===== config.mk =====
export PLATFORM = sky130hd
export DESIGN_NAME = smi_master
export DESIGN_NICKNAME = d
export VERILOG_FILES = /design/src/rtl/smi_master.sv
export SDC_FILE = /design/constraint.sdc
export NUM_CORES = 1
export LEC_CHECK = 0
export CORE_ASPECT_RATIO = 1.75
export CORE_MARGIN = 2
export CORE_UTILIZATION = 40
export DETAILED_ROUTE_END_ITERATION = 7
export GPL_TIMING_DRIVEN = 0
export HOLD_SLACK_MARGIN = 0.15
export REMOVE_ABC_BUFFERS = 1
export SYNTH_ARGS = -nofsm -noshare
export SYNTH_HDL_FRONTEND = slang
export SYNTH_SLANG_ARGS = --single-unit
export TNS_END_PERCENT = 50

===== constraint.sdc =====
create_clock -name CLK -period 2.8 [get_ports CLK]
set_input_delay 0.84 -clock CLK [delete_from_list [all_inputs] [get_ports CLK]]
set_output_delay 0.84 -clock CLK [all_outputs]
set_load 0.05 [all_outputs]

===== src/rtl/smi_master.sv =====
// -----------------------------------------------------------------------------
// smi_master: IEEE 802.3 Clause 22 station-management (MDC/MDIO) master.
// Takes one register command at a time. It serialises the command MSB first
// and returns read data with a one-cycle response pulse.
//
// Build option: SMI_PREAMBLE_EN
//   defined   - a 32-bit all-ones preamble is sent, so the frame is 64 bits.
//   undefined - the preamble is suppressed and the frame starts at ST. The
//               frame is 32 bits (numbered 32..63).
//
// Ports
//   CLK, rst            system clock, asynchronous active-low reset
//   cmd_valid/ready     command handshake (ready only in IDLE)
//   cmd_write           1 = write (OP 01), 0 = read (OP 10)
//   cmd_phy, cmd_reg    PHY / register address
//   cmd_wdata           write data
//   rsp_valid           one-cycle pulse at frame end
//   rsp_rdata, rsp_err  read data (0 after a write), TA error (reads only)
//   MDC                 management clock, CLK_DIV cycles per phase
//   MDIO_O/OE/I         MDIO pad signals; the tristate is built outside
// -----------------------------------------------------------------------------
module smi_master #(
  parameter int unsigned CLK_DIV = 32   // MDC half period in CLK cycles, 1..255
) (
  input  logic        CLK,
  input  logic        rst,
  input  logic        cmd_valid,
  output logic        cmd_ready,
  input  logic        cmd_write,
  input  logic [4:0]  cmd_phy,
  input  logic [4:0]  cmd_reg,
  input  logic [15:0] cmd_wdata,
  output logic        rsp_valid,
  output logic [15:0] rsp_rdata,
  output logic        rsp_err,
  output logic        MDC,
  output logic        MDIO_O,
  output logic        MDIO_OE,
  input  logic        MDIO_I
);

`ifdef SMI_PREAMBLE_EN
  typedef enum logic [1:0] {S_IDLE, S_PRE, S_SHIFT, S_DONE} state_e;
  localparam state_e     START_ST  = S_PRE;
  localparam logic [5:0] FIRST_BIT = 6'd0;
`else
  typedef enum logic [1:0] {S_IDLE, S_SHIFT, S_DONE} state_e;
  localparam state_e     START_ST  = S_SHIFT;
  localparam logic [5:0] FIRST_BIT = 6'd32;
`endif

  localparam logic [7:0] DIV_LAST = 8'(CLK_DIV - 1);

  state_e      state_q, state_d;
  logic [7:0]  div_q, div_d;
  logic [5:0]  bit_q, bit_d;
  logic [63:0] frame_q, frame_d;
  logic        mdc_q, mdc_d;
  logic        mdo_q, mdo_d;
  logic        oe_q, oe_d;
  logic        ready_q, ready_d;
  logic        rsp_valid_q, rsp_valid_d;
  logic [15:0] rdata_q, rdata_d;
  logic        rerr_q, rerr_d;
  logic [15:0] shreg_q, shreg_d;
  logic        err_q, err_d;
  logic [1:0]  sync_q;

  logic        div_end;
  logic        is_rd;
  logic        mdio_s;
  logic [5:0]  bit_nx;
  logic [63:0] new_frame;

  // Frame bit n lives at frame_q[63-n], i.e. frame_q[~n] for a 6-bit n.
  assign new_frame = {32'hFFFF_FFFF, 2'b01,
                      cmd_write ? 2'b01 : 2'b10,
                      cmd_phy, cmd_reg,
                      cmd_write ? 2'b10 : 2'b11,
                      cmd_write ? cmd_wdata : 16'hFFFF};

  assign is_rd   = frame_q[29];            // first OP bit: 1 only for reads
  assign mdio_s  = sync_q[1];
  assign div_end = (div_q == DIV_LAST);
  assign bit_nx  = bit_q + 6'd1;

  always_comb begin
    state_d     = state_q;
    div_d       = div_q;
    bit_d       = bit_q;
    frame_d     = frame_q;
    mdc_d       = mdc_q;
    mdo_d       = mdo_q;
    oe_d        = oe_q;
    rsp_valid_d = 1'b0;
    rdata_d     = rdata_q;
    rerr_d      = rerr_q;
    shreg_d     = shreg_q;
    err_d       = err_q;

    case (state_q)
      S_IDLE: begin
        if (cmd_valid && ready_q) begin
          state_d = START_ST;
          frame_d = new_frame;
          bit_d   = FIRST_BIT;
          div_d   = 8'd0;
          mdc_d   = 1'b0;
          oe_d    = 1'b1;
          mdo_d   = new_frame[~FIRST_BIT];
        end
      end
`ifdef SMI_PREAMBLE_EN
      S_PRE,
`endif
      S_SHIFT: begin
        div_d = div_end ? 8'd0 : div_q + 8'd1;
        if (div_end) begin
          mdc_d = ~mdc_q;
          if (!mdc_q) begin
            // MDC rising at this edge: PHY data is sampled here.
            if (is_rd && bit_q == 6'd47)
              err_d = mdio_s;                  // PHY must drive TA low
            else if (is_rd && bit_q >= 6'd48)
              shreg_d = {shreg_q[14:0], mdio_s};
          end else if (bit_q == 6'd63) begin
            // Last falling edge: release the bus and report.
            state_d     = S_DONE;
            mdo_d       = 1'b1;
            oe_d        = 1'b0;
            rsp_valid_d = 1'b1;
            rdata_d     = is_rd ? shreg_q : 16'h0000;
            rerr_d      = is_rd & err_q;
          end else begin
            // MDC falling: present the next bit with a full low phase of setup.
            bit_d = bit_nx;
            mdo_d = frame_q[~bit_nx];
            oe_d  = ~(is_rd && bit_nx >= 6'd46);
`ifdef SMI_PREAMBLE_EN
            if (state_q == S_PRE && bit_q == 6'd31) state_d = S_SHIFT;
`endif
          end
        end
      end
      S_DONE:  state_d = S_IDLE;
      default: state_d = S_IDLE;
    endcase

    // Registered so that ready is low throughout reset and for one cycle after it.
    ready_d = (state_d == S_IDLE);
  end

  always_ff @(posedge CLK or negedge rst) begin
    if (!rst) begin
      state_q     <= S_IDLE;
      div_q       <= 8'd0;
      bit_q       <= 6'd0;
      frame_q     <= 64'd0;
      mdc_q       <= 1'b0;
      mdo_q       <= 1'b1;
      oe_q        <= 1'b0;
      ready_q     <= 1'b0;
      rsp_valid_q <= 1'b0;
      rdata_q     <= 16'h0000;
      rerr_q      <= 1'b0;
      shreg_q     <= 16'h0000;
      err_q       <= 1'b0;
      sync_q      <= 2'b11;
    end else begin
      state_q     <= state_d;
      div_q       <= div_d;
      bit_q       <= bit_d;
      frame_q     <= frame_d;
      mdc_q       <= mdc_d;
      mdo_q       <= mdo_d;
      oe_q        <= oe_d;
      ready_q     <= ready_d;
      rsp_valid_q <= rsp_valid_d;
      rdata_q     <= rdata_d;
      rerr_q      <= rerr_d;
      shreg_q     <= shreg_d;
      err_q       <= err_d;
      sync_q      <= {sync_q[0], MDIO_I};
    end
  end

  assign cmd_ready = ready_q;
  assign rsp_valid = rsp_valid_q;
  assign rsp_rdata = rdata_q;
  assign rsp_err   = rerr_q;
  assign MDC       = mdc_q;
  assign MDIO_O    = mdo_q;
  assign MDIO_OE   = oe_q;

endmodule


# After elaboration in Yosys (flattened, before gate mapping)
# Cells that the tools add are included.
word_totals:
  reg_bits: 88
  latch_bits: 0
  ramBits: 0
  romBits: 0
  input_bits: 31
  out_inout_bits: 22
  elab_cells: 82
  n_memories: 0
op_classes:
  add_sub_neg: 2
  n_mul: 0
  n_div: 0
  order_cmp: 3
  n_eq_ne: 8
  shift: 0
  n_mux: 35
  bitwise: 5
  reduce_logical: 15
op_table:
  columns: ["op", "n"]
  rows:
  - ["2-to-1 mux 16 bit", 2]
  - ["2-to-1 mux 6 bit", 4]
  - ["2-to-1 mux 8 bit", 2]
  - ["case mux 8 bit (2 select lines)", 1]
  - ["2-to-1 mux 1 bit", 15]
  - ["== test 6 bit (second input constant)", 2]
  - ["greater-or-equal comparator 6 bit (second input constant)", 2]
  - ["case mux 6 bit (2 select lines)", 1]
  - ["AND reduction 4 bit", 3]
  - ["2-to-1 mux 2 bit", 5]
  - ["AND reduction 5 bit", 2]
  - ["adder 8 x 1 -> 8 bit (second input constant)", 1]
  - ["== test 8 x 5 -> 1 bit (second input constant)", 1]
  - ["!= test 2 bit (second input constant)", 4]
  - ["< comparator 6 x 7 -> 1 bit (second input constant)", 1]
  - ["adder 6 x 1 -> 6 bit (second input constant)", 1]
  - ["binary-select mux 1 bit (select 6 bit)", 1]
  - ["NOT 6 bit", 1]
  - ["case mux 1 bit (2 select lines)", 3]
  - ["logical AND 1 bit", 4]
  - ["zero test 2 bit", 2]
  - ["case mux 2 bit (2 select lines)", 1]
  - ["AND reduction 2 bit", 2]
  - ["NOT 1 bit", 3]
  - ["4 further kinds", 4]

# Depth between registers and ports, before layout
logic_depth:
  depth_word: 8
  mapped_depth: 9
  depth_no_buf: 8

# Worst setup path before layout
# No wires, ideal clock.
synth_path:
  path_kind: "input to register"
  from: "input cmd_valid"
  to: "register frame_q[15]"
  setup_ps: 82
  t_arrival_ps: 1992
  t_required_ps: 2718
  slack_ps: 726
  path_stages: 6
  n_path_buf: 2
  cell_sequence: "nand2_1 nor3_1 clkbuf_1 clkbuf_1 nor2_1 a31oi_1"
synth_via:
  elab_chain_cells: 2
synth_rtl:
  columns: ["item", "line", "text"]
  rows:
  - ["start, declared", "27", "input logic cmd_valid,"]
  - ["logical AND 1 bit", "103", "if (cmd_valid && ready_q) begin"]
  - ["AND reduction 2 bit (no line)", null, null]
  - ["end signal, assigned", "173", "frame_q <= frame_d;"]
  - ["end, declared", "57", "logic [63:0] frame_q, frame_d;"]
# No other way between the ends.
# A chain may end at the register's enable or synchronous reset.

# Final worst setup path
layout_path:
  from: "register bit_q[0]"
  to: "register mdo_q, in the netlist MDIO_O"
layout_via:
  elab_chain_cells: 8
  elab_cells_between_ends: 9
  cone_classes: "add/sub: 1; eq/ne: 1; mux: 6; bitwise: 1"
layout_rtl:
  columns: ["item", "line", "text"]
  rows:
  - ["start, declared", "56", "logic [5:0] bit_q, bit_d;"]
  - ["start signal, assigned", "172", "bit_q <= bit_d;"]
  - ["adder 6 x 1 -> 6 bit", "85", "assign bit_nx = bit_q + 6'd1;"]
  - ["NOT 6 bit", "137", "mdo_d = frame_q[~bit_nx];"]
  - ["binary-select mux 1 bit (select 6 bit)", "137", null]
  - ["2-to-1 mux 1 bit (not written as such)", "137", null]
  - ["2-to-1 mux 1 bit *", "126", "end else if (bit_q == 6'd63) begin"]
  - ["2-to-1 mux 1 bit *", "120", "if (!mdc_q) begin"]
  - ["2-to-1 mux 1 bit *", "118", "if (div_end) begin"]
  - ["case mux 1 bit (2 select lines) *", "101", "case (state_q)"]
  - ["end signal, assigned", "175", "mdo_q <= mdo_d;"]
  - ["end, declared", "59", "logic mdo_q, mdo_d;"]
# Mark *: on every way between the ends. The rest lies on a longest branch, timed or not. The select of a mux whose other input is x is not followed.

==> impl_metrics.env <==
export IMPL_pre_antenna_drt_iters=4
export IMPL_ctsRootBufferMaster="clkbuf_16"
export IMPL_timing_max_slew_rel_slack=0.432
export IMPL_worst_r2r_startpoint="bit_q[0]"
export IMPL_synth_yosys_seq_area_share=0.547
export IMPL_timing_critical_path_from_type="flop"
export IMPL_detail_route_drc_violations=0
export IMPL_final_min_period_over_clock_period=0.920
export IMPL_power_frac_seq=0.444
export IMPL_worst_hold_path_type="reg2reg"
export IMPL_finalWeightedCongestion=0.819
export IMPL_p_sw_mw=1.18
export IMPL_synth_top_cell_area_share=0.527
export IMPL_clock_sinks=86
export IMPL_setup_viol=0
export IMPL_synthFlopType="dfrtp_1"
export IMPL_cp_required_ps=3060
export IMPL_cellInternalPower_mw=2.64
export IMPL_synthCells=373
export IMPL_initial_antenna_violation_count=0
export IMPL_maxCapViolCount=0
export IMPL_comb_power_share=0.257
export IMPL_min_delay_start="sync_q[0]"
export IMPL_postSynthAreaPerCell_um2=10.6
export IMPL_htree_num_levels=3
export IMPL_worstSetupEndpointType="flop"
export IMPL_timing_final_hold_violations=0
export IMPL_die_y_um=135
export IMPL_ir_worst_vdd_v=0.000433
export IMPL_routed_vias=2818
export IMPL_fmax_mhz=388
export IMPL_port_buffer_count=52
export IMPL_area_growth_synth_to_final_pct=24.8
export IMPL_design_area_mm2=0.00492
export IMPL_gr_usage_all_layers=0.160
export IMPL_final_net_count=457
export IMPL_grt_pass1_vias=2766
export IMPL_grt_pass1_wl_mm=13.2
export IMPL_power_density_mw_per_mm2=778
export IMPL_drtAntennaViolNets=0
export IMPL_cts_root_to_sink_buffers=2
export IMPL_vias_per_cell=5.11
export IMPL_ios=53
export IMPL_synth_largest_area_cell="dfrtp_1"
export IMPL_tritoncts="done"
export IMPL_timing_critical_path_slowest_stage_cell="mux4_1"
export IMPL_std_cell_rows=48
export IMPL_route_final_wire_length_mm=7.70
export IMPL_chipWidth_um=79.0
export IMPL_place_hpwl_mm=5.52
export IMPL_max_slew_worst_pin_slew_ps=847
export IMPL_grt_start_max_net_pins=64
export IMPL_synth_cell_area_mm2=0.00394
export IMPL_clk_transition_reported_paths_ps=60
export IMPL_cts_buffers=9
export IMPL_report_final_slew_viol_count=0
export IMPL_timing_critical_path_from="bit_q[0]"
export IMPL_run_status="finished clean"
export IMPL_detail_route_wl_per_cell_um=13.9
export IMPL_synth_edf_count=0
export IMPL_synth_async_reset_ratio=1.00
export IMPL_core_region_area_mm2=0.00973
export IMPL_die_area_mm2=0.0107
export IMPL_yosysWarnings=0
export IMPL_worst_ep_arrival_ps=2840
export IMPL_worstPathCellList="ha_2 > mux4_1 > mux2_2 > o311ai_1 > or3_1 > o21ai_2"
export IMPL_p_clk_frac=0.299
export IMPL_clk_latency_ps=340
export IMPL_ranking_of_synthesized_cells_by_area="dfrtp_1 53%, nand2_1 4.9%, mux2_1 4.6%, mux2_2 3.7%, a31oi_1 3.3%"
export IMPL_timing_final_crit_period_ps=2580
export IMPL_swShare=0.309
export IMPL_hold_slack_ps=365
export IMPL_path_max_fanout=14
export IMPL_synth_cells_most_frequent="83 x dfrtp_1, 51 x nand2_1, 25 x nand3_1, 24 x nor2_1, 21 x a31oi_1"
export IMPL_leakage_dissipation_nw=2.27
export IMPL_criticalPathCategory="reg2reg"
export IMPL_n_antenna_cell=0
export IMPL_worst_path_largest_cell_delay_ps=620
export IMPL_clock_skew_ps=6.61
export IMPL_critPathTopFamily="multiplexers"
export IMPL_first_iter_violations=141
export IMPL_post_synth_top_count_cell="dfrtp_1"
export IMPL_placedInstanceArea_mm2=0.00459
export IMPL_yosys_register_bits=86
export IMPL_gr_total_overflow=0
export IMPL_initial_core_util=0.405
export IMPL_drive_above_1_share=0.112
export IMPL_cp_buffers_inverters=0
export IMPL_synth_distinct_cells=49
==> cell type report <==
cell class / instances / area (um2)
Tap cell: 125 / 156
Multi-Input combinational cell: 249 / 1650
Fill cell: 941 / 4810
Sequential cell: 86 / 2160
Clock inverter: 5 / 52.6
Clock buffer: 10 / 229
Timing Repair Buffer: 58 / 607
Inverter: 19 / 71.3
==> layer usage <==
layer,GRT usage,vias up,share of wire
li1,-,1402,-
met3,0.0373,9,0.030
met1,0.173,1354,0.39
met5,0,-,0
met2,0.292,53,0.56
met4,0.0738,0,0.019
==> worst paths after layout <==
check                                     to  slack (ps)  cells past startpoint
worst max-delay path                  MDIO_O         220                      6
worst min-delay path               sync_q[1]         360                      0
worst max register to register        MDIO_O         220                      6
worst min register to register     sync_q[1]         360                      0
max in group asynchronous          sync_q[1]        1760                      2
min in group asynchronous       rsp_rdata[6]         390                      1
==> worst reg2reg max path: stages, from the launching register on <==
cell,delay [ps]
dfrtp_1,550
ha_2,600
mux4_1,620
mux2_2,290
o311ai_1,240
or3_1,160
o21ai_2,50
==> power by group through the flow <==
stage	clock (mW)	combinational [mW]	sequential [mW]
4_1_cts	1.18	0.964	1.70
6_report	1.15	0.983	1.70
2_1_floorplan	0	0.646	1.70
3_5_place_dp	0	0.950	1.72
3_3_place_gp	0	0.921	1.71
5_1_grt	1.24	1.10	1.74
==> what timing repair did <==
item	in CTS	in global routing
buffers inserted	0	2
endpoints found under the setup margin	1	2
gates cloned	0	0
gates resized for setup	2	1
hold buffers	0	0
pin swaps	0	1
==> stage by stage <==
| step | worst slack [ps] | power [mW] | TNS [ps] | util | cells |
|---|---|---|---|---|---|
| after CTS | 55.7 | 3.84 | 0 | 0.502 | 550 |
| after floorplan | -1470 | 2.35 | -43140 | - | 354 |
| after global routing | -8.03 | 4.07 | -8.03 | 0.505 | 552 |
| after detailed placement | -140 | 2.67 | -227 | 0.472 | 535 |
| after global placement | -3400 | 2.63 | -286950 | 0.465 | 531 |
| final | 223 | 3.82 | 0 | 0.505 | 552 |
==> logic make-up (layout without fill, tap and decap cells) <==
group | after synthesis | count (layout) | share of synthesized area
simple gates | 140 | 140 | 0.171
flops | 86 | 86 | 0.547
compound gates | 58 | 58 | 0.0905
mux | 43 | 43 | 0.127
buf+inv | 38 | 92 | 0.0419
xor+xnor | 5 | 5 | 0.0130
fa+ha+maj | 3 | 3 | 0.00952
==> state kept, by name, indices dropped and copies added (netlist names) <==
name	flops
err_q	1
MDC	1
cmd_ready	1
frame_q	29
MDIO_O	1
sync_q	2
div_q	8
bit_q	6
rsp_err	1
state_q	2
rsp_rdata	16
shreg_q	16
MDIO_OE	1
rsp_valid	1
==> cell usage in the layout, fill, tap and decap left out, types with 3 or more instances in the layout <==
| master | count |
|---|---|
| dfrtp_1 | 83 |
| nor3_1 | 6 |
| nand3_1 | 25 |
| and3_1 | 7 |
| o21ai_0 | 13 |
| nand2_1 | 51 |
| mux2_1 | 16 |
| mux2i_1 | 12 |
| mux2_2 | 13 |
| a31oi_1 | 21 |
| buf_6 | 3 |
| nor2b_1 | 4 |
| nor2_1 | 24 |
| inv_1 | 18 |
| o21ai_1 | 5 |
| clkdlybuf4s50_1 | 51 |
| nand2b_1 | 6 |
| dfstp_2 | 3 |
| clkbuf_16 | 9 |
| clkinv_2 | 3 |
| nand4_1 | 4 |
| a21oi_1 | 8 |
No activity file was read; power rests on OpenSTA's default activity.
